<file path="src/rtl/uart_mmio.sv">
// uart_mmio: memory-mapped 8N1 UART on the MEM-stage data bus.
// Registers: TXD at BASE_ADDR, RXD at BASE_ADDR+4, CON/status at BASE_ADDR+8.
// Loads are combinational; irq is a registered level request.
// Build option: define UART_LOOPBACK_EN to add CON bit 7 (lpbk), which routes
// the internal TX serial stream into the RX synchroniser and parks the pin high.
module uart_mmio #(
    parameter int unsigned CLK_FREQ  = 100000000,
    parameter int unsigned BAUD      = 9600,
    parameter logic [31:0] BASE_ADDR = 32'h40000018
) (
    input  logic        clk,
    input  logic        reset,
    input  logic        rd,
    input  logic        wr,
    input  logic [31:0] addr,
    input  logic [31:0] wdata,
    output logic [31:0] rdata,
    input  logic        UART_RX,
    output logic        UART_TX,
    output logic        irq
);

    // Clocks per 16x oversample tick; must be at least 2.
    localparam int unsigned DIV       = CLK_FREQ / (BAUD * 16);
    localparam int unsigned CW        = (DIV > 1) ? $clog2(DIV) : 1;
    localparam logic [CW-1:0] TICK_LAST = CW'(DIV - 1);

    typedef enum logic [1:0] {
        TX_IDLE,
        TX_START,
        TX_DATA,
        TX_STOP
    } tx_state_e;

    typedef enum logic [1:0] {
        RX_IDLE,
        RX_START,
        RX_DATA,
        RX_STOP
    } rx_state_e;

    // ------------------------------------------------------------------
    // Bus decode
    // ------------------------------------------------------------------
    logic sel_txd, sel_rxd, sel_con;
    logic wr_txd, wr_con, rd_rxd, rd_con;

    assign sel_txd = (addr == BASE_ADDR);
    assign sel_rxd = (addr == (BASE_ADDR + 32'd4));
    assign sel_con = (addr == (BASE_ADDR + 32'd8));
    assign wr_txd  = wr & sel_txd;
    assign wr_con  = wr & sel_con;
    assign rd_rxd  = rd & sel_rxd;
    assign rd_con  = rd & sel_con;

    // Only the low byte (and CON control bits) of store data is meaningful.
    logic unused_wdata;
    assign unused_wdata = ^wdata[31:2];

    // ------------------------------------------------------------------
    // Oversample tick generator
    // ------------------------------------------------------------------
    logic [CW-1:0] cnt_q, cnt_d;
    logic          tick;

    assign tick = (cnt_q == TICK_LAST);

    // Free-running divider next state.
    always_comb begin
        cnt_d = tick ? '0 : cnt_q + CW'(1);
    end

    // Divider register.
    always_ff @(posedge clk or negedge reset) begin
        if (!reset) cnt_q <= '0;
        else        cnt_q <= cnt_d;
    end

    // ------------------------------------------------------------------
    // Control register (interrupt enables, optional loopback)
    // ------------------------------------------------------------------
    logic tx_ie_q, tx_ie_d;
    logic rx_ie_q, rx_ie_d;
    logic lpbk_bit;
`ifdef UART_LOOPBACK_EN
    logic lpbk_q, lpbk_d;
    assign lpbk_bit = lpbk_q;
`else
    assign lpbk_bit = 1'b0;
`endif

    // CON writes update the enables; other bits are ignored.
    always_comb begin
        tx_ie_d = tx_ie_q;
        rx_ie_d = rx_ie_q;
`ifdef UART_LOOPBACK_EN
        lpbk_d  = lpbk_q;
`endif
        if (wr_con) begin
            tx_ie_d = wdata[0];
            rx_ie_d = wdata[1];
`ifdef UART_LOOPBACK_EN
            lpbk_d  = wdata[7];
`endif
        end
    end

    // Control register storage.
    always_ff @(posedge clk or negedge reset) begin
        if (!reset) begin
            tx_ie_q <= 1'b0;
            rx_ie_q <= 1'b0;
`ifdef UART_LOOPBACK_EN
            lpbk_q  <= 1'b0;
`endif
        end else begin
            tx_ie_q <= tx_ie_d;
            rx_ie_q <= rx_ie_d;
`ifdef UART_LOOPBACK_EN
            lpbk_q  <= lpbk_d;
`endif
        end
    end

    // ------------------------------------------------------------------
    // Transmitter
    // ------------------------------------------------------------------
    tx_state_e   tx_state_q, tx_state_d;
    logic [3:0]  tx_phase_q, tx_phase_d;
    logic [2:0]  tx_bit_q, tx_bit_d;
    logic [7:0]  tx_data_q, tx_data_d;
    logic        tx_busy_q, tx_busy_d;
    logic        tx_line_q, tx_line_d;
    logic        tx_end;

    // TX next state: latch on idle write, 16 ticks per start/data/stop bit.
    always_comb begin
        tx_state_d = tx_state_q;
        tx_phase_d = tx_phase_q;
        tx_bit_d   = tx_bit_q;
        tx_data_d  = tx_data_q;
        tx_busy_d  = tx_busy_q;
        tx_end     = 1'b0;
        tx_line_d  = 1'b1;

        if (wr_txd && !tx_busy_q) begin
            tx_data_d = wdata[7:0];
            tx_busy_d = 1'b1;
        end

        case (tx_state_q)
            TX_IDLE: begin
                if (tx_busy_q && tick) begin
                    tx_state_d = TX_START;
                    tx_phase_d = '0;
                end
            end
            default: begin
                if (tick) begin
                    tx_phase_d = tx_phase_q + 4'd1;
                    if (tx_phase_q == 4'd15) begin
                        case (tx_state_q)
                            TX_START: begin
                                tx_state_d = TX_DATA;
                                tx_bit_d   = '0;
                            end
                            TX_DATA: begin
                                if (tx_bit_q == 3'd7) tx_state_d = TX_STOP;
                                else                  tx_bit_d   = tx_bit_q + 3'd1;
                            end
                            default: begin
                                tx_state_d = TX_IDLE;
                                tx_busy_d  = 1'b0;
                                tx_end     = 1'b1;
                            end
                        endcase
                    end
                end
            end
        endcase

        // Line level follows the next state so the pin is glitch-free.
        case (tx_state_d)
            TX_START: tx_line_d = 1'b0;
            TX_DATA:  tx_line_d = tx_data_q[tx_bit_d];
            default:  tx_line_d = 1'b1;
        endcase
    end

    // TX state register.
    always_ff @(posedge clk or negedge reset) begin
        if (!reset) begin
            tx_state_q <= TX_IDLE;
            tx_phase_q <= '0;
            tx_bit_q   <= '0;
            tx_data_q  <= '0;
            tx_busy_q  <= 1'b0;
            tx_line_q  <= 1'b1;
        end else begin
            tx_state_q <= tx_state_d;
            tx_phase_q <= tx_phase_d;
            tx_bit_q   <= tx_bit_d;
            tx_data_q  <= tx_data_d;
            tx_busy_q  <= tx_busy_d;
            tx_line_q  <= tx_line_d;
        end
    end

`ifdef UART_LOOPBACK_EN
    assign UART_TX = lpbk_q ? 1'b1 : tx_line_q;
`else
    assign UART_TX = tx_line_q;
`endif

    // ------------------------------------------------------------------
    // Receiver
    // ------------------------------------------------------------------
    logic rx_src;
`ifdef UART_LOOPBACK_EN
    assign rx_src = lpbk_q ? tx_line_q : UART_RX;
`else
    assign rx_src = UART_RX;
`endif

    logic rx_s1_q, rx_s2_q, rx_prev_q;

    // Two-flop synchroniser plus previous-value flop for edge detect.
    always_ff @(posedge clk or negedge reset) begin
        if (!reset) begin
            rx_s1_q   <= 1'b1;
            rx_s2_q   <= 1'b1;
            rx_prev_q <= 1'b1;
        end else begin
            rx_s1_q   <= rx_src;
            rx_s2_q   <= rx_s1_q;
            rx_prev_q <= rx_s2_q;
        end
    end

    rx_state_e   rx_state_q, rx_state_d;
    logic [3:0]  rx_phase_q, rx_phase_d;
    logic [2:0]  rx_bit_q, rx_bit_d;
    logic [7:0]  rx_shift_q, rx_shift_d;
    logic [7:0]  rx_data_q, rx_data_d;
    logic        rx_mid;
    logic        rx_good, rx_ferr;

    // Phase is restarted on the start edge, so phase 7 is mid-bit.
    assign rx_mid = tick && (rx_phase_q == 4'd7);

    // RX next state: edge-armed start, mid-bit sampling, stop-bit check.
    always_comb begin
        rx_state_d = rx_state_q;
        rx_phase_d = rx_phase_q;
        rx_bit_d   = rx_bit_q;
        rx_shift_d = rx_shift_q;
        rx_data_d  = rx_data_q;
        rx_good    = 1'b0;
        rx_ferr    = 1'b0;

        case (rx_state_q)
            RX_IDLE: begin
                if (rx_prev_q && !rx_s2_q) begin
                    rx_state_d = RX_START;
                    rx_phase_d = '0;
                end
            end
            default: begin
                if (tick) rx_phase_d = rx_phase_q + 4'd1;
                if (rx_mid) begin
                    case (rx_state_q)
                        RX_START: begin
                            if (rx_s2_q) begin
                                rx_state_d = RX_IDLE;
                            end else begin
                                rx_state_d = RX_DATA;
                                rx_bit_d   = '0;
                            end
                        end
                        RX_DATA: begin
                            rx_shift_d = {rx_s2_q, rx_shift_q[7:1]};
                            if (rx_bit_q == 3'd7) rx_state_d = RX_STOP;
                            else                  rx_bit_d   = rx_bit_q + 3'd1;
                        end
                        default: begin
                            rx_state_d = RX_IDLE;
                            if (rx_s2_q) begin
                                rx_data_d = rx_shift_q;
                                rx_good   = 1'b1;
                            end else begin
                                rx_ferr   = 1'b1;
                            end
                        end
                    endcase
                end
            end
        endcase
    end

    // RX state register.
    always_ff @(posedge clk or negedge reset) begin
        if (!reset) begin
            rx_state_q <= RX_IDLE;
            rx_phase_q <= '0;
            rx_bit_q   <= '0;
            rx_shift_q <= '0;
            rx_data_q  <= '0;
        end else begin
            rx_state_q <= rx_state_d;
            rx_phase_q <= rx_phase_d;
            rx_bit_q   <= rx_bit_d;
            rx_shift_q <= rx_shift_d;
            rx_data_q  <= rx_data_d;
        end
    end

    // ------------------------------------------------------------------
    // Status flags and interrupt
    // ------------------------------------------------------------------
    logic tx_done_q, tx_done_d;
    logic rx_valid_q, rx_valid_d;
    logic ovr_q, ovr_d;
    logic frm_err_q, frm_err_d;
    logic irq_q, irq_d;

    // Flags: a set in the same cycle as a read-clear takes priority.
    always_comb begin
        tx_done_d  = tx_end  ? 1'b1 : (rd_con ? 1'b0 : tx_done_q);
        frm_err_d  = rx_ferr ? 1'b1 : (rd_con ? 1'b0 : frm_err_q);
        rx_valid_d = rx_good ? 1'b1 : (rd_rxd ? 1'b0 : rx_valid_q);
        ovr_d      = (rx_good && rx_valid_q) ? 1'b1 : (rd_rxd ? 1'b0 : ovr_q);
        irq_d      = (tx_ie_q & tx_done_q) | (rx_ie_q & rx_valid_q);
    end

    // Flag and interrupt registers.
    always_ff @(posedge clk or negedge reset) begin
        if (!reset) begin
            tx_done_q  <= 1'b0;
            rx_valid_q <= 1'b0;
            ovr_q      <= 1'b0;
            frm_err_q  <= 1'b0;
            irq_q      <= 1'b0;
        end else begin
            tx_done_q  <= tx_done_d;
            rx_valid_q <= rx_valid_d;
            ovr_q      <= ovr_d;
            frm_err_q  <= frm_err_d;
            irq_q      <= irq_d;
        end
    end

    assign irq = irq_q;

    // ------------------------------------------------------------------
    // Combinational load data
    // ------------------------------------------------------------------
    logic [7:0] con_val;
    assign con_val = {lpbk_bit, frm_err_q, ovr_q, tx_busy_q,
                      rx_valid_q, tx_done_q, rx_ie_q, tx_ie_q};

    // Read mux: zero unless a load hits one of the three registers.
    always_comb begin
        rdata = '0;
        if (rd) begin
            if (sel_txd)      rdata = {24'd0, tx_data_q};
            else if (sel_rxd) rdata = {24'd0, rx_data_q};
            else if (sel_con) rdata = {24'd0, con_val};
        end
    end

endmodule

</file>
<file path="config.mk">
export PLATFORM = sky130hd
export DESIGN_NAME = uart_mmio
export DESIGN_NICKNAME = d
export VERILOG_FILES = /design/src/rtl/uart_mmio.sv
export SDC_FILE = /design/constraint.sdc
export NUM_CORES = 1
export LEC_CHECK = 0
export CORE_MARGIN = 5
export CORE_UTILIZATION = 40
export CTS_CLUSTER_SIZE = 28
export DETAILED_ROUTE_END_ITERATION = 16
export DONT_BUFFER_PORTS = 1
export HOLD_SLACK_MARGIN = 0.06
export PLACE_DENSITY_LB_ADDON = 0.08
export SLEW_MARGIN = 20
export SYNTH_ARGS = -nofsm -noshare
export SYNTH_HDL_FRONTEND = slang
export SYNTH_SLANG_ARGS = --single-unit
</file>
<file path="constraint.sdc">
create_clock -name clk -period 2.3 [get_ports clk]
set_input_delay 0.46 -clock clk [delete_from_list [all_inputs] [get_ports clk]]
set_output_delay 0.46 -clock clk [all_outputs]
set_load 0.005 [all_outputs]
</file>
==> Word level (Yosys, flattened, before mapping) <==
Cells that the tools add are included.
{ "word_totals": {"reg_bits": 64, "in_bits": 69} }
{ "op_classes": {"n_eq_ne": 19, "mux": 57, "n_reduce_logical": 25, "magnitude_cmp": 1, "addsub": 5, "bitwise": 9} }
{ "op_table": {"columns": ["cell", "n"], "rows": [
  ["equality test 32 x 31 -> 1 bit, second input constant", 3],
  ["2-to-1 mux 1 bit", 24],
  ["2-to-1 mux 4 bit", 6],
  ["2-to-1 mux 8 bit", 3],
  ["2-to-1 mux 2 bit", 10],
  ["2-to-1 mux 3 bit", 6],
  ["nonzero test 2 bit", 8],
  ["case mux 3 bit (2 select lines)", 2],
  ["adder 10 x 1 -> 10 bit, second input constant", 1],
  ["equality test 10 bit, second input constant", 1],
  ["2-to-1 mux 10 bit", 1],
  ["adder 4 x 1 -> 4 bit, second input constant", 2],
  ["inequality test 2 bit, second input constant", 4],
  ["case mux 2 bit (2 select lines)", 2],
  ["2-to-1 mux 7 bit", 1],
  ["adder 3 x 1 -> 3 bit, second input constant", 2],
  ["AND 1 bit", 6],
  ["equality test 2 x 1 -> 1 bit, second input constant", 3],
  ["equality test 2 bit, second input constant", 3],
  ["equality test 3 bit, second input constant", 2],
  ["AND reduction 3 bit", 2],
  ["logical AND 1 bit", 5],
  ["AND reduction 5 bit", 1],
  ["equality test 4 x 3 -> 1 bit, second input constant", 1],
  ["other kinds (12)", 17]
]} }

==> Logic depth before layout (Yosys ltp) <==
{ "logic_depth": {"ltp_word": 9, "mapped_depth": 9, "depth_no_buf": 8} }

==> Worst setup path before layout <==
Ideal clock, no wire load.
{ "synth_timing": {"kind": "in2out", "start": "input port addr[4]", "end": "output port rdata[0]", "required_time_ns": 1.840, "arrival_ns": 1.984, "n_path_buf": 0, "cell_stages": 4, "path_slack_ns": -0.144, "path_cell_list": "or4b_2 > nor3_1 > a222oi_1 > nor2b_1"} }
{ "synth_between": {"elab_chain_cells": 5, "elab_cells_between_ends": 7, "cone_classes": "eq/ne (3); mux (4)"} }
{ "synth_lines": {"columns": ["element", "line", "source"], "rows": [
  ["start: declaration", "15", "input logic [31:0] addr,"],
  ["equality test 32 x 31 -> 1 bit", "50", "assign sel_con = (addr == (BASE_ADDR + 32'd8));"],
  ["2-to-1 mux 7 bit", "367", "else if (sel_con) rdata = {24'd0, con_val};"],
  ["2-to-1 mux 8 bit", "366", "else if (sel_rxd) rdata = {24'd0, rx_data_q};"],
  ["2-to-1 mux 8 bit (*)", "365", "if (sel_txd) rdata = {24'd0, tx_data_q};"],
  ["2-to-1 mux 8 bit (*)", "364", "if (rd) begin"],
  ["end: declaration", "17", "output logic [31:0] rdata,"]
]} }
Every way passes the cells marked *; elsewhere a longest branch is shown, timed or not.

==> Worst setup path in the final report <==
{ "layout_timing": {"start": "register tx_state_q[1]", "end": "register tx_line_q (netlist: UART_TX)"} }
{ "layout_between": {"elab_chain_cells": 8, "elab_cells_between_ends": 18, "cone_classes": "eq/ne (4); mux (13); reduce/logical (1)"} }
{ "layout_lines": {"columns": ["element", "line", "source"], "rows": [
  ["start: declaration", "128", "tx_state_e tx_state_q, tx_state_d;"],
  ["start signal: assignment", "200", "tx_state_q <= tx_state_d;"],
  ["equality test 2 bit / equality test 2 x 1 -> 1 bit (equally long branches)", "162", "case (tx_state_q)"],
  ["case mux 3 bit (2 select lines)", "162", null],
  ["2-to-1 mux 3 bit", "161", "if (tx_phase_q == 4'd15) begin"],
  ["2-to-1 mux 3 bit", "159", "if (tick) begin"],
  ["2-to-1 mux 3 bit (*)", "151", "case (tx_state_q)"],
  ["net tx_bit_d[2]", "130", "logic [2:0] tx_bit_q, tx_bit_d;"],
  ["binary-select mux 1 bit (select 3 bit) (*)", "185", "TX_DATA: tx_line_d = tx_data_q[tx_bit_d];"],
  ["2-to-1 mux 1 bit (implied by the code) (*)", "185", null],
  ["case mux 1 bit (2 select lines) (*)", "183", "case (tx_state_d)"],
  ["net tx_line_d", "133", "logic tx_line_q, tx_line_d;"],
  ["end signal: assignment", "205", "tx_line_q <= tx_line_d;"],
  ["end: declaration", "133", null]
]} }
The timed path passes the listed nets; every way through them passes the cells marked *. The select of a mux whose other input is x is not followed.
A chain may end at the register's enable or synchronous reset.

==> run summary <==
Along the worst path, the maximum fanout reaches 5. The number of antenna diodes in the final layout is 0. The first global-routing pass estimated 12400 µm of wire. Leaving out fill and tap cells, the most frequent cell in the layout is sky130_fd_sc_hd__dfrtp_1. The critical path class was flop to flop. Once detail routing completed, the nets flagged for antenna violations numbered 0. The clock passes through at most 2 buffers.

Global routing finished with a remaining overflow of 0. The tools report the initial core utilization as 0.406. The number of H-tree branching levels is 3. The worst-case register-to-register setup slack was 0.03 ns; the minimum clock period after layout was 2.27 ns.

On the worst path, the slowest cell contributes a delay of 0.43 ns. The final period utilization was 0.987; the height of the chip was 104 µm. The analysis attributes to cell leakage a power of 1.94 nW. The number of buffers added on ports is 0. The synthesized netlist occupies a cell area of 3510 µm².

IR analysis of the VDD net gives a maximum drop of 0.365 mV. The detailed router finished its first iteration with 72 violations. The total routing usage reported by global routing is 0.139. The design draws 2.56 mW.

In the final routed layout, each cell accounts on average for 15.8 µm. The tools report the upper clock frequency limit as 440 MHz. The number of cells on the worst reg-to-reg path is 8, and the synthesis-to-layout area growth is 19.3%. Setup repair after global routing could not meet its margin everywhere. The cell at the root of the clock tree is sky130_fd_sc_hd__clkbuf_8. Setup violations remaining at the end of the flow were counted as 0. The die outline width was 104 µm; the worst hold path depth was 0. After clock tree synthesis, the clock-pin slew on the worst setup and hold paths is 0.07 ns. The logs give 0.458 for the sequential-to-total area share from yosys stat and 58 for the distinct cell type count of the synthesized netlist. 103 I/O pins were placed. The synthesized design contains 64 register bits. Entering global routing, the biggest net connects 65 pins. After technology mapping, the gate count stands at 323. The run gives 2428 as the via count. The final clock skew was 0.00944 ns.

Power spread over the standard cell area amounts to 611 nW/µm². The clock reaches the later pin of the worst-skew pair after 0.34 ns. The startpoint identified for the worst hold timing path is UART_RX. The aggregate routed wire length is 7390 µm. Among all stages on the critical path, the largest delay is contributed by sky130_fd_sc_hd__o41a_1. The logs give 0 for the initial antenna violation count and 0.0291 ns for the final worst setup slack. For the final hold violation count, the log shows 0. STA classifies the critical path endpoint as a flop. The die covers 10700 µm². The share of async-settable or async-resettable flops after synthesis works out to 1.00. In this run the critical register-to-register path is launched from tx_state_q[1]. In this run, CTS created clock tree buffers numbering 9.

The tools report the nature of the critical path startpoint as a flop. The first detailed-routing pass took 4 iterations. The worst slew margin relative to its limit was 0.617; the count of maximum capacitance violations was 0. Family with the most delay on the worst path: compound AO/OA/AOI/OAI gates.

In the routed design, unresolved DRC markers number 0. The tree built by TritonCTS fans out to 64 sinks. Endpoint of the worst-slack reg-to-reg timing path: UART_TX.

Half-perimeter wire length after detailed placement: 5290 µm. TritonCTS built the clock tree. The critical path goes through inv_2 -> ha_4 -> or3_1 -> o41a_1 -> a31o_4 -> mux2_4 -> o221ai_2 -> o31ai_2. Most used flip-flop cell after synthesis: sky130_fd_sc_hd__dfrtp_1.

The min-delay analysis places its worst path in the category primary input to flop. The tools report the data required time at the worst endpoint as 2.56 ns. After routing the design area is 4190 µm². The logs give 0.748 for the routability congestion estimate and 446 for the cell count after placement. After synthesis, the mean cell area works out to 10.9 µm². Placeable core region: 8640 µm². The tools report the post-placement cell area as 3740 µm². Critical path buffer and inverter count: 1. The synthesized design contains 0 enable-type register cells. The flow ran to the end, and the final reports show no timing, DRC or antenna violations. The final cell count without fillers is 468, and the arrival time of the worst setup path is 2.53 ns. For this run, the number of Yosys warnings is 0.

The layout cell share with drive strength beyond 1 was 0.306; the vias per cell was 5.19. The floorplan has 34 rows. The slew at the pin closest to its max-slew limit is 0.574 ns.

The via count of the first global-routing pass is 2453. The path with the worst hold slack has its endpoint at rx_s1_q. The logs give 0 for the count of pins over their slew limit and 437 for the net count of the finished layout.

Prior to clock tree synthesis, the placed netlist has a worst setup slack of -0.0958 ns. Leaving out fill and tap cells, the most frequent cells in the layout are sky130_fd_sc_hd__dfrtp_1 (60), sky130_fd_sc_hd__mux2_2 (29), sky130_fd_sc_hd__buf_4 (25).
[worst max path at each step]
stage	slack [ns]	end	cells past startpoint	from
floorplan	0.004	tx_data_q[0]	5	addr[28]
global placement	-0.05	UART_TX	9	tx_state_q[1]
detailed placement	-0.1	rdata[6]	6	addr[28]
CTS	-0.02	UART_TX	7	cnt_q[6]
global route	-0.12	rdata[5]	7	addr[28]
finish	0.03	UART_TX	8	tx_state_q[1]
[power breakdown]
| part | switching (mW) | internal (mW) | total, mW |
|---|---|---|---|
| clock | 0.449 | 0.755 | 1.20 |
| combinational | 0.134 | 0.0637 | 0.198 |
| sequential | 0.0141 | 1.14 | 1.16 |
[timing repair]
| action | in CTS | in global routing |
|---|---|---|
| buffers inserted | 2 | 3 |
| hold endpoints to repair | 64 | 0 |
| setup endpoints to repair | 8 | 27 |
| pin swaps | 2 | 8 |
| gates resized for setup | 5 | 22 |
| hold buffers | 2 | 0 |
[cells by family after synthesis]
group / count (synthesis) / share of synthesized area
AOI/OAI and AO/OA: 55 / 0.119
xor gates and xnor gates: 11 / 0.0275
adders and majority gates: 13 / 0.0464
buffers and inverters: 44 / 0.0731
DFF: 64 / 0.458
muxes: 32 / 0.103
other: 1 / 0.00107
and+or+nand+nor: 103 / 0.172
[layer usage]
layer	share of wire	vias to the layer above	track usage	routed length (µm)
li1	-	1195	-	-
met1	0.46	1176	0.191	3390
met2	0.48	46	0.211	3530
met3	0.051	11	0.0448	374
met4	0.013	0	0.0389	93
met5	0	-	0	0
[flip-flops by register name (all words and copies together), names as in the netlist, 2 cells and up]
name and cells:
cnt_q 10, rx_bit_q 3, rx_data_q 8, rx_phase_q 4
rx_shift_q 8, rx_state_q 2, tx_bit_q 3, tx_data_q 8
tx_phase_q 4, tx_state_q 2
[cells in the mapped netlist, drive strengths merged (4+ instances only)]
cell type   n  area share
nor4        8       0.016
xnor2       6       0.015
ha         13       0.046
nand2      22       0.024
o21ai      13       0.019
dfrtp      60        0.43
clkbuf      7      0.0075
a222oi      7       0.020
a21oi       7       0.010
inv        12       0.013
nor2b       9       0.016
nor3        6       0.010
o22ai       4      0.0071
and3        7       0.012
buf        25       0.053
nand3      13       0.019
mux2       31        0.10
dfstp       4       0.030
xor2        5       0.012
a22o        5       0.012
nor2       15       0.017
[through the flow]
stage               hold slack [ns]  setup TNS, ns  utilization
CTS                          0.0884        -0.0180        0.472
finish                        0.112              0        0.485
detailed placement            0.166         -0.593        0.433
floorplan                     0.164              0            -
global placement              0.166         -0.154        0.433
global route                 0.0790         -0.694        0.485
[area by class of cell]
type / instances / area (µm²)
sequential: 64 / 1610
clock buffer: 10 / 138
multi-input combinational: 238 / 1870
clock inverter: 6 / 116
fill: 791 / 4450
inverter: 12 / 45.0
timing repair buffer: 30 / 277
tap: 108 / 135
Power figures use the tool's default switching activity.
